--- src/rtl/nibble_serializer.sv ---
// Purpose: buffers 4-bit words in a DEPTH-entry FIFO and sends each one as a frame: start bit, 4 data bits LSB first, stop bit.
// Latency: a word pushed into an empty FIFO is popped on the next edge, and ser_out falls after that edge; each bit lasts DIV cycles.
// Backpressure: in_ready drops while the FIFO is full. Define NIBBLE_SER_PARITY_EN to add an even-parity bit before the stop bit.
module nibble_serializer #(
    parameter int DEPTH = 4,
    parameter int DIV   = 4
) (
    input  logic                         clk,
    input  logic                         rst,
    input  logic [3:0]                   in_data,
    input  logic                         in_valid,
    output logic                         in_ready,
    output logic                         ser_out,
    output logic                         busy,
    output logic                         frame_done,
    output logic [$clog2(DEPTH+1)-1:0]   level
);
    localparam int PW = $clog2(DEPTH);
    localparam int LW = $clog2(DEPTH + 1);
    localparam int CW = (DIV > 1) ? $clog2(DIV) : 1;

`ifdef NIBBLE_SER_PARITY_EN
    typedef enum logic [2:0] {IDLE, START, DATA, PARITY, STOP} state_t;
`else
    typedef enum logic [1:0] {IDLE, START, DATA, STOP} state_t;
`endif

    logic [3:0]    r_mem [DEPTH];
    logic [PW-1:0] r_wr_ptr;
    logic [PW-1:0] r_rd_ptr;
    logic [LW-1:0] r_level;

    state_t        r_state;
    state_t        w_state_nxt;
    logic [CW-1:0] r_cnt;
    logic [CW-1:0] w_cnt_nxt;
    logic [1:0]    r_idx;
    logic [1:0]    w_idx_nxt;
    logic [3:0]    r_shift;
    logic [3:0]    w_shift_nxt;
    logic          r_ser;
    logic          w_ser_nxt;
    logic          r_done;
    logic          w_done_nxt;

    logic          w_push;
    logic          w_pop;
    logic          w_bit_end;

    // Ready comes only from registered occupancy, and is forced low while in reset.
    assign in_ready  = !rst && (r_level != LW'(DEPTH));
    assign w_push    = in_valid && in_ready;
    assign w_bit_end = (r_cnt == CW'(DIV - 1));

    assign ser_out    = r_ser;
    assign busy       = (r_state != IDLE);
    assign frame_done = r_done;
    assign level      = r_level;

    // FIFO storage: written on every accepted word, not reset (contents are invalid until pushed).
    always_ff @(posedge clk) begin
        if (w_push) begin
            r_mem[r_wr_ptr] <= in_data;
        end
    end

    // FIFO pointers and occupancy; pointers wrap naturally because DEPTH is a power of two.
    always_ff @(posedge clk) begin
        if (rst) begin
            r_wr_ptr <= '0;
            r_rd_ptr <= '0;
            r_level  <= '0;
        end else begin
            if (w_push) begin
                r_wr_ptr <= r_wr_ptr + PW'(1);
            end
            if (w_pop) begin
                r_rd_ptr <= r_rd_ptr + PW'(1);
            end
            r_level <= r_level + LW'(w_push) - LW'(w_pop);
        end
    end

    // Frame sequencer: next state, bit timing, line value and pop decisions.
    always_comb begin
        w_state_nxt = r_state;
        w_cnt_nxt   = w_bit_end ? '0 : r_cnt + CW'(1);
        w_idx_nxt   = r_idx;
        w_shift_nxt = r_shift;
        w_ser_nxt   = r_ser;
        w_done_nxt  = 1'b0;
        w_pop       = 1'b0;
        case (r_state)
            IDLE: begin
                w_cnt_nxt = '0;
                if (r_level != '0) begin
                    w_pop       = 1'b1;
                    w_shift_nxt = r_mem[r_rd_ptr];
                    w_state_nxt = START;
                    w_ser_nxt   = 1'b0;
                end
            end
            START: begin
                if (w_bit_end) begin
                    w_state_nxt = DATA;
                    w_idx_nxt   = 2'd0;
                    w_ser_nxt   = r_shift[0];
                end
            end
            DATA: begin
                if (w_bit_end) begin
                    if (r_idx == 2'd3) begin
`ifdef NIBBLE_SER_PARITY_EN
                        w_state_nxt = PARITY;
                        w_ser_nxt   = ^r_shift;
`else
                        w_state_nxt = STOP;
                        w_ser_nxt   = 1'b1;
`endif
                    end else begin
                        w_idx_nxt = r_idx + 2'd1;
                        w_ser_nxt = r_shift[r_idx + 2'd1];
                    end
                end
            end
`ifdef NIBBLE_SER_PARITY_EN
            PARITY: begin
                if (w_bit_end) begin
                    w_state_nxt = STOP;
                    w_ser_nxt   = 1'b1;
                end
            end
`endif
            STOP: begin
                if (w_bit_end) begin
                    w_done_nxt = 1'b1;
                    // Chain straight into the next frame when a word is waiting.
                    if (r_level != '0) begin
                        w_pop       = 1'b1;
                        w_shift_nxt = r_mem[r_rd_ptr];
                        w_state_nxt = START;
                        w_ser_nxt   = 1'b0;
                    end else begin
                        w_state_nxt = IDLE;
                        w_ser_nxt   = 1'b1;
                    end
                end
            end
            default: begin
                w_state_nxt = IDLE;
                w_ser_nxt   = 1'b1;
            end
        endcase
    end

    // Sequencer registers; reset aborts any frame and returns the line to idle-high.
    always_ff @(posedge clk) begin
        if (rst) begin
            r_state <= IDLE;
            r_cnt   <= '0;
            r_idx   <= '0;
            r_shift <= '0;
            r_ser   <= 1'b1;
            r_done  <= 1'b0;
        end else begin
            r_state <= w_state_nxt;
            r_cnt   <= w_cnt_nxt;
            r_idx   <= w_idx_nxt;
            r_shift <= w_shift_nxt;
            r_ser   <= w_ser_nxt;
            r_done  <= w_done_nxt;
        end
    end

endmodule

--- config.mk ---
export PLATFORM = sky130hd
export DESIGN_NAME = nibble_serializer
export DESIGN_NICKNAME = d
export VERILOG_FILES = /design/src/rtl/nibble_serializer.sv
export SDC_FILE = /design/constraint.sdc
export NUM_CORES = 1
export LEC_CHECK = 0
export CORE_UTILIZATION = 55
export CTS_CLUSTER_DIAMETER = 150
export DETAILED_ROUTE_END_ITERATION = 7
export PLACE_DENSITY = 0.76
export SYNTH_ARGS = -nofsm -noshare
export SYNTH_HDL_FRONTEND = slang
export SYNTH_SLANG_ARGS = --single-unit
export TNS_END_PERCENT = 10
--- constraint.sdc ---
create_clock -name clk -period 6.92 [get_ports clk]
set_clock_uncertainty 0.15 [all_clocks]
set_input_delay 0.692 -clock clk [delete_from_list [all_inputs] [get_ports clk]]
set_output_delay 0.692 -clock clk [all_outputs]
set_load 0.05 [all_outputs]
==> run summary, run 1 <==
Slowest-stage cell, CP: clkdlybuf4s50_1
Post-route ant nets: 0
Share of cells above drive strength 1: 0.111
Register bit count reported by yosys: 37
Die height: 57.1 µm
Starting Density: 0.591
Outcome: completed
Layout Cell Area excl Fill: 1900 µm²
Slew headroom: 0.453
Worst hold-check path type: flop to flop
Layout fillers: 214
Largest stage delay, worst path: 0.83 ns
Setup slack, reg-to-reg: 4.29 ns
Top cell by count, worst path: clkdlybuf4s50_1
Syn Nets: 156
Worst Hold Path Cells: 1
Setup TNS: 0 ns
Syn-to-layout area delta: 13.9%
Synthesized area per cell: 12.4 µm²
Hold Slack: 0.291 ns
Starting DRT DRC Count: 31
Crit path to: in_ready
Clock sink count: 37
Layout Cells excl Fill: 184
Reg2reg end: level[2]$_SDFF_PP0_
Number of CTS-inserted buffers: 5
Buf+Inv Stages, Crit Path: 2
Total setup buffers inserted after CTS: 0
Instance count on the critical path: 3
Fin util: 0.673
Max Root-Sink Buffers: 2
Placed inst area: 1830 µm²
Cell Pwr Density: 377 nW/µm²
PostCTS Resize Cnt: 0
Pwr Total: 0.718 mW
Unrepaired setup endpoints after global routing: no
Crit-path max FO: 22
Register area share after synthesis: 0.539
Post-Route WL: 2720 µm
Crit path from: rst
GRT Total Usage: 0.193
Type of the worst setup path: primary input to output port
DRC Markers: 0
CORE AREA: 2830 µm²
Worst reg2reg path startpoint: level[1]$_SDFF_PP0_
Crit path cell chain: clkdlybuf4s50_1, a21oi_1, clkdlybuf4s50_1
Setup WS post-layout: 3.43 ns
Post-DP HPWL: 1950 µm
Async SR Flop Fraction: 0
Fin. max-slew vios: 0
Synth Cell Area: 1670 µm²
Worst setup EP type: output port
Worst-Margin Slew: 0.818 ns
Total number of vias: 1067
Placed Cells: 176
Placement Setup Slack: 3.14 ns
Primary FF master, synth: dfxtp_1
Die ar.: 3260 µm²
Yosys warning count: 0
Largest net degree at the start of global routing: 23
CTS tree: built
Crit path max-delay family: buffers and inverters
Wirelength per Cell: 14.8 µm
IO buf count: 13
H-tree depth: 2
Final Critical Period: 3.49 ns
Nets: 173
EDFF count, synth: 16
DRT Pass-1 Iters: 4
Io pins: 14
Final hold vios: 0
CTS Root Cell: clkbuf_4
Pleak: 0.703 nW
Worst-Skew Late Latency: 0.34 ns
Setup violators final: 0
Grt total ovfl: 0
Yosys cell types: 32
Synthesized instance count: 135
Vias in the first global route: 953
Diode count: 0
Max VDD drop: 0.000255 V
GPL Wtd Cong: 0.764
Crit path launch type: primary input
Worst Path Arrival: 2.65 ns
Vias per cell: 5.80
Placement Rows: 19
Initial antenna violation count: 0
F_max: 286 MHz
Overall die width: 57.1 µm
Max cap viols: 0
Required time worst endpoint: 6.08 ns
Reg2reg path depth: 10
Portion of the clock cycle consumed by the worst path in the final layout: 0.504
First-pass GRT wire length: 4530 µm
Hold-fix buffers, CTS: 0
Clock transition at path regs: 0.10 ns
synth_stat cells, drive strengths merged (2+ instances only):
master  number  area (µm²)
a211oi       2        25.0
a21oi        6        30.0
and2         4        25.0
clkbuf       2        7.51
dfxtp       21         420
edfxtp      16         480
ha          13         163
inv         13        48.8
mux2i        6        60.1
mux4         4        90.1
nand2        2        7.51
nor2        14        52.6
nor2b        2        12.5
nor3         5        30.0
nor4b        2        17.5
o21ai        3        15.0
o31ai        2        15.0
xnor2        5        43.8
cell type report:
class                           count  area [µm²]  share of cell area
Clock buffer                        6        41.3              0.0217
Multi-Input combinational cell     82         709               0.373
Timing Repair Buffer               13         130              0.0683
Sequential cell                    37         901               0.473
Tap cell                           31        38.8              0.0204
Inverter                           13        48.8              0.0256
Clock inverter                      2        35.0              0.0184
cell usage in the layout, fill, tap and decap left out, types with 2 or more instances in the layout:
master,synthesis,layout
mux2i_1,6,6
mux4_2,4,4
nor4b_1,2,2
a21oi_1,6,6
xnor2_1,5,5
clkdlybuf4s50_1,0,13
o21ai_0,3,3
ha_1,13,13
dfxtp_1,21,21
clkbuf_4,0,5
nor2b_1,2,2
nor3_1,4,4
nand2_1,2,2
o31ai_1,2,2
edfxtp_1,16,16
inv_1,13,13
and2_1,4,4
a211oi_2,2,2
nor2_1,14,14
report_power, final:
part	switching (mW)	internal (mW)	leakage (nW)	total [mW]
clock network	0.0692	0.0757	0.0422	0.145
logic	0.153	0.122	0.343	0.275
registers	0.0321	0.267	0.317	0.299
total	0.254	0.464	0.703	0.718
metal layers:
layer  share of wire  track usage  vias to the layer above
li1                -            -                      521
met1            0.47        0.261                      513
met2            0.45        0.274                       29
met3           0.056       0.0680                        4
met4           0.019        0.105                        0
met5               0            0                        -
worst min-delay path by stage:
| stage | from | endpoint | slack (ns) |
|---|---|---|---|
| final | r_cnt[0]$_SDFF_PP0_ | r_cnt[0]$_SDFF_PP0_ | 0.29 |
| after global routing | r_cnt[0]$_SDFF_PP0_ | r_cnt[0]$_SDFF_PP0_ | 0.32 |
| after CTS | r_cnt[0]$_SDFF_PP0_ | r_cnt[0]$_SDFF_PP0_ | 0.29 |
| after detailed placement | r_cnt[0]$_SDFF_PP0_ | r_cnt[0]$_SDFF_PP0_ | 0.27 |
| after global placement | r_cnt[0]$_SDFF_PP0_ | r_cnt[0]$_SDFF_PP0_ | 0.26 |
| after floorplan | r_cnt[0]$_SDFF_PP0_ | r_cnt[0]$_SDFF_PP0_ | 0.26 |
flip-flops by register name (all words and copies together) (netlist names), named ones only:
signal,flops
ser_out,1
r_shift,4
frame_done,1
r_wr_ptr,2
level,3
r_idx,2
r_state,2
r_cnt,2
r_mem,16
r_rd_ptr,2
cells by family after synthesis:
logic type / Yosys count / synth area share
DFF: 37 / 0.539
and+or+nand+nor: 34 / 0.109
AOI/OAI and AO/OA: 18 / 0.0838
buffers and inverters: 16 / 0.0367
adders and majority gates: 14 / 0.109
muxes: 11 / 0.0966
xor gates and xnor gates: 5 / 0.0262
No activity file was read; power rests on OpenSTA's default activity.
==> inputs of run 2 (changes only) <==
Clock period 6.92 ns to 3.45 ns, I/O delays scaled along.
==> run 2 against run 1 <==
  * Global-route usage rose by 0.40 points
  * Utilization fell by 0.57 points
  * Sequential power rose by 100%
  * Sequential cell count did not move
  * Sequential share of layout area rose by 0.41 points
==> run summary, run 2 (synthesis gave the netlist of run 1 again) <==
Outcome: completed
Required time worst endpoint: 3.54 ns
Most common cell after layout, fill and taps aside: dfxtp_1
Syn-to-layout area delta: 12.9%
H-tree depth: 2
Worst Hold Path Cells: 1
CTS tree: built
Worst Path Arrival: 2.75 ns
Total setup buffers inserted after CTS: 0
GPL Wtd Cong: 0.736
Vias in the first global route: 1040
Slew headroom: 0.656
Max VDD drop: 0.000542 V
Overall die width: 57.1 µm
Worst-Skew Late Latency: 0.35 ns
F_max: 376 MHz
Cell Pwr Density: 726 nW/µm²
Type of the worst setup path: flop to flop
Placed inst area: 1840 µm²
Pwr Total: 1.37 mW
Total number of vias: 1052
Worst reg2reg path startpoint: level[1]$_SDFF_PP0_
CTS Root Cell: clkbuf_4
Wirelength per Cell: 14.9 µm
Io pins: 14
Fin. max-slew vios: 0
DRC Markers: 0
Reg2reg end: level[2]$_SDFF_PP0_
Max Root-Sink Buffers: 2
Placed Cells: 177
CORE AREA: 2830 µm²
Final Critical Period: 2.66 ns
Diode count: 0
Worst hold-check path type: flop to flop
Layout Cells excl Fill: 185
Grt total ovfl: 0
Layout fillers: 221
Crit-path max FO: 8
Starting DRT DRC Count: 29
Worst hold start: r_cnt[0]$_SDFF_PP0_
Clock transition at path regs: 0.10 ns
Post-route ant nets: 0
First-pass GRT wire length: 4650 µm
Hold-fix buffers, CTS: 0
Die height: 57.1 µm
Most frequent cells in the layout: dfxtp_1 (21), edfxtp_1 (16), nor2_1 (14)
Hold endpoint: r_cnt[0]$_SDFF_PP0_
Reg2reg path depth: 10
Initial antenna violation count: 0
Max cap viols: 0
PostCTS Resize Cnt: 0
Setup WS post-layout: 0.788 ns
Hold Slack: 0.288 ns
GRT Total Usage: 0.197
Post-DP HPWL: 2040 µm
Unrepaired setup endpoints after global routing: no
Setup slack, reg-to-reg: 0.79 ns
Pleak: 0.691 nW
Number of CTS-inserted buffers: 5
Placement Rows: 19
Die ar.: 3260 µm²
Setup violators final: 0
Nets: 174
Layout Cell Area excl Fill: 1890 µm²
Worst-Margin Slew: 0.514 ns
Vias per cell: 5.69
Clock sink count: 37
DRT Pass-1 Iters: 5
Post-Route WL: 2760 µm
Biggest register: r_mem
Fin util: 0.667
Worst setup EP type: flop
Largest net degree at the start of global routing: 22
Max FFs per register: 16
Crit path from: level[1]$_SDFF_PP0_
Portion of the clock cycle consumed by the worst path in the final layout: 0.772
Crit path launch type: flop
IO buf count: 13
Final hold vios: 0
Placement Setup Slack: 0.507 ns
Share of cells above drive strength 1: 0.110
Starting Density: 0.591
Setup TNS: 0 ns
==> run 2: cell count changes in the layout (fill, tap and decap cells not counted), sizes merged <==
cell      delta
buf          +1
bufinv       -1
clkinvlp     +1
==> run 2: layout make-up <==
| class | instances | area [µm²] | area share |
|---|---|---|---|
| multi-input cells | 82 | 709 | 0.376 |
| clock inverters | 2 | 11.3 | 0.00596 |
| inverters | 13 | 48.8 | 0.0258 |
| clock buffers | 6 | 41.3 | 0.0219 |
| flip-flops and latches | 37 | 901 | 0.477 |
| repair buffers | 14 | 138 | 0.0729 |
| well taps | 31 | 38.8 | 0.0205 |
==> run 2: per-layer routing <==
layer  vias up  routed length (µm)  share of wire  global-route usage
met5         -                   0              0                   0
met4         0                  73          0.026               0.129
met3         8                  84          0.030              0.0476
met2        17                1330           0.48               0.314
met1       506                1270           0.46               0.239
li1        521                   -              -                   -
==> run 2: where the power goes <==
part | total (mW) | switching (mW) | internal, mW
sequential | 0.600 | 0.0652 | 0.534
combinational | 0.553 | 0.306 | 0.247
clock | 0.219 | 0.141 | 0.0775
total | 1.37 | 0.512 | 0.859
==> run 2: critical path, cell delays in order, from the launching register on <==
cell and delay [ns]:
dfxtp_1 0.45, nor2_1 0.11, a211oi_2 0.49, inv_1 0.09
ha_1 0.29, inv_1 0.04, ha_1 0.18, fa_1 0.38
xnor2_1 0.18, xnor2_1 0.13, nor2_1 0.05
==> run 2: worst max path at each step <==
stage	end	slack (ns)	depth (start not counted)
2_1_floorplan	level[2]$_SDFF_PP0_	0.64	10
3_3_place_gp	level[2]$_SDFF_PP0_	0.65	11
3_5_place_dp	level[2]$_SDFF_PP0_	0.51	11
4_1_cts	level[2]$_SDFF_PP0_	0.77	10
5_1_grt	level[2]$_SDFF_PP0_	0.52	10
6_report	level[2]$_SDFF_PP0_	0.79	10
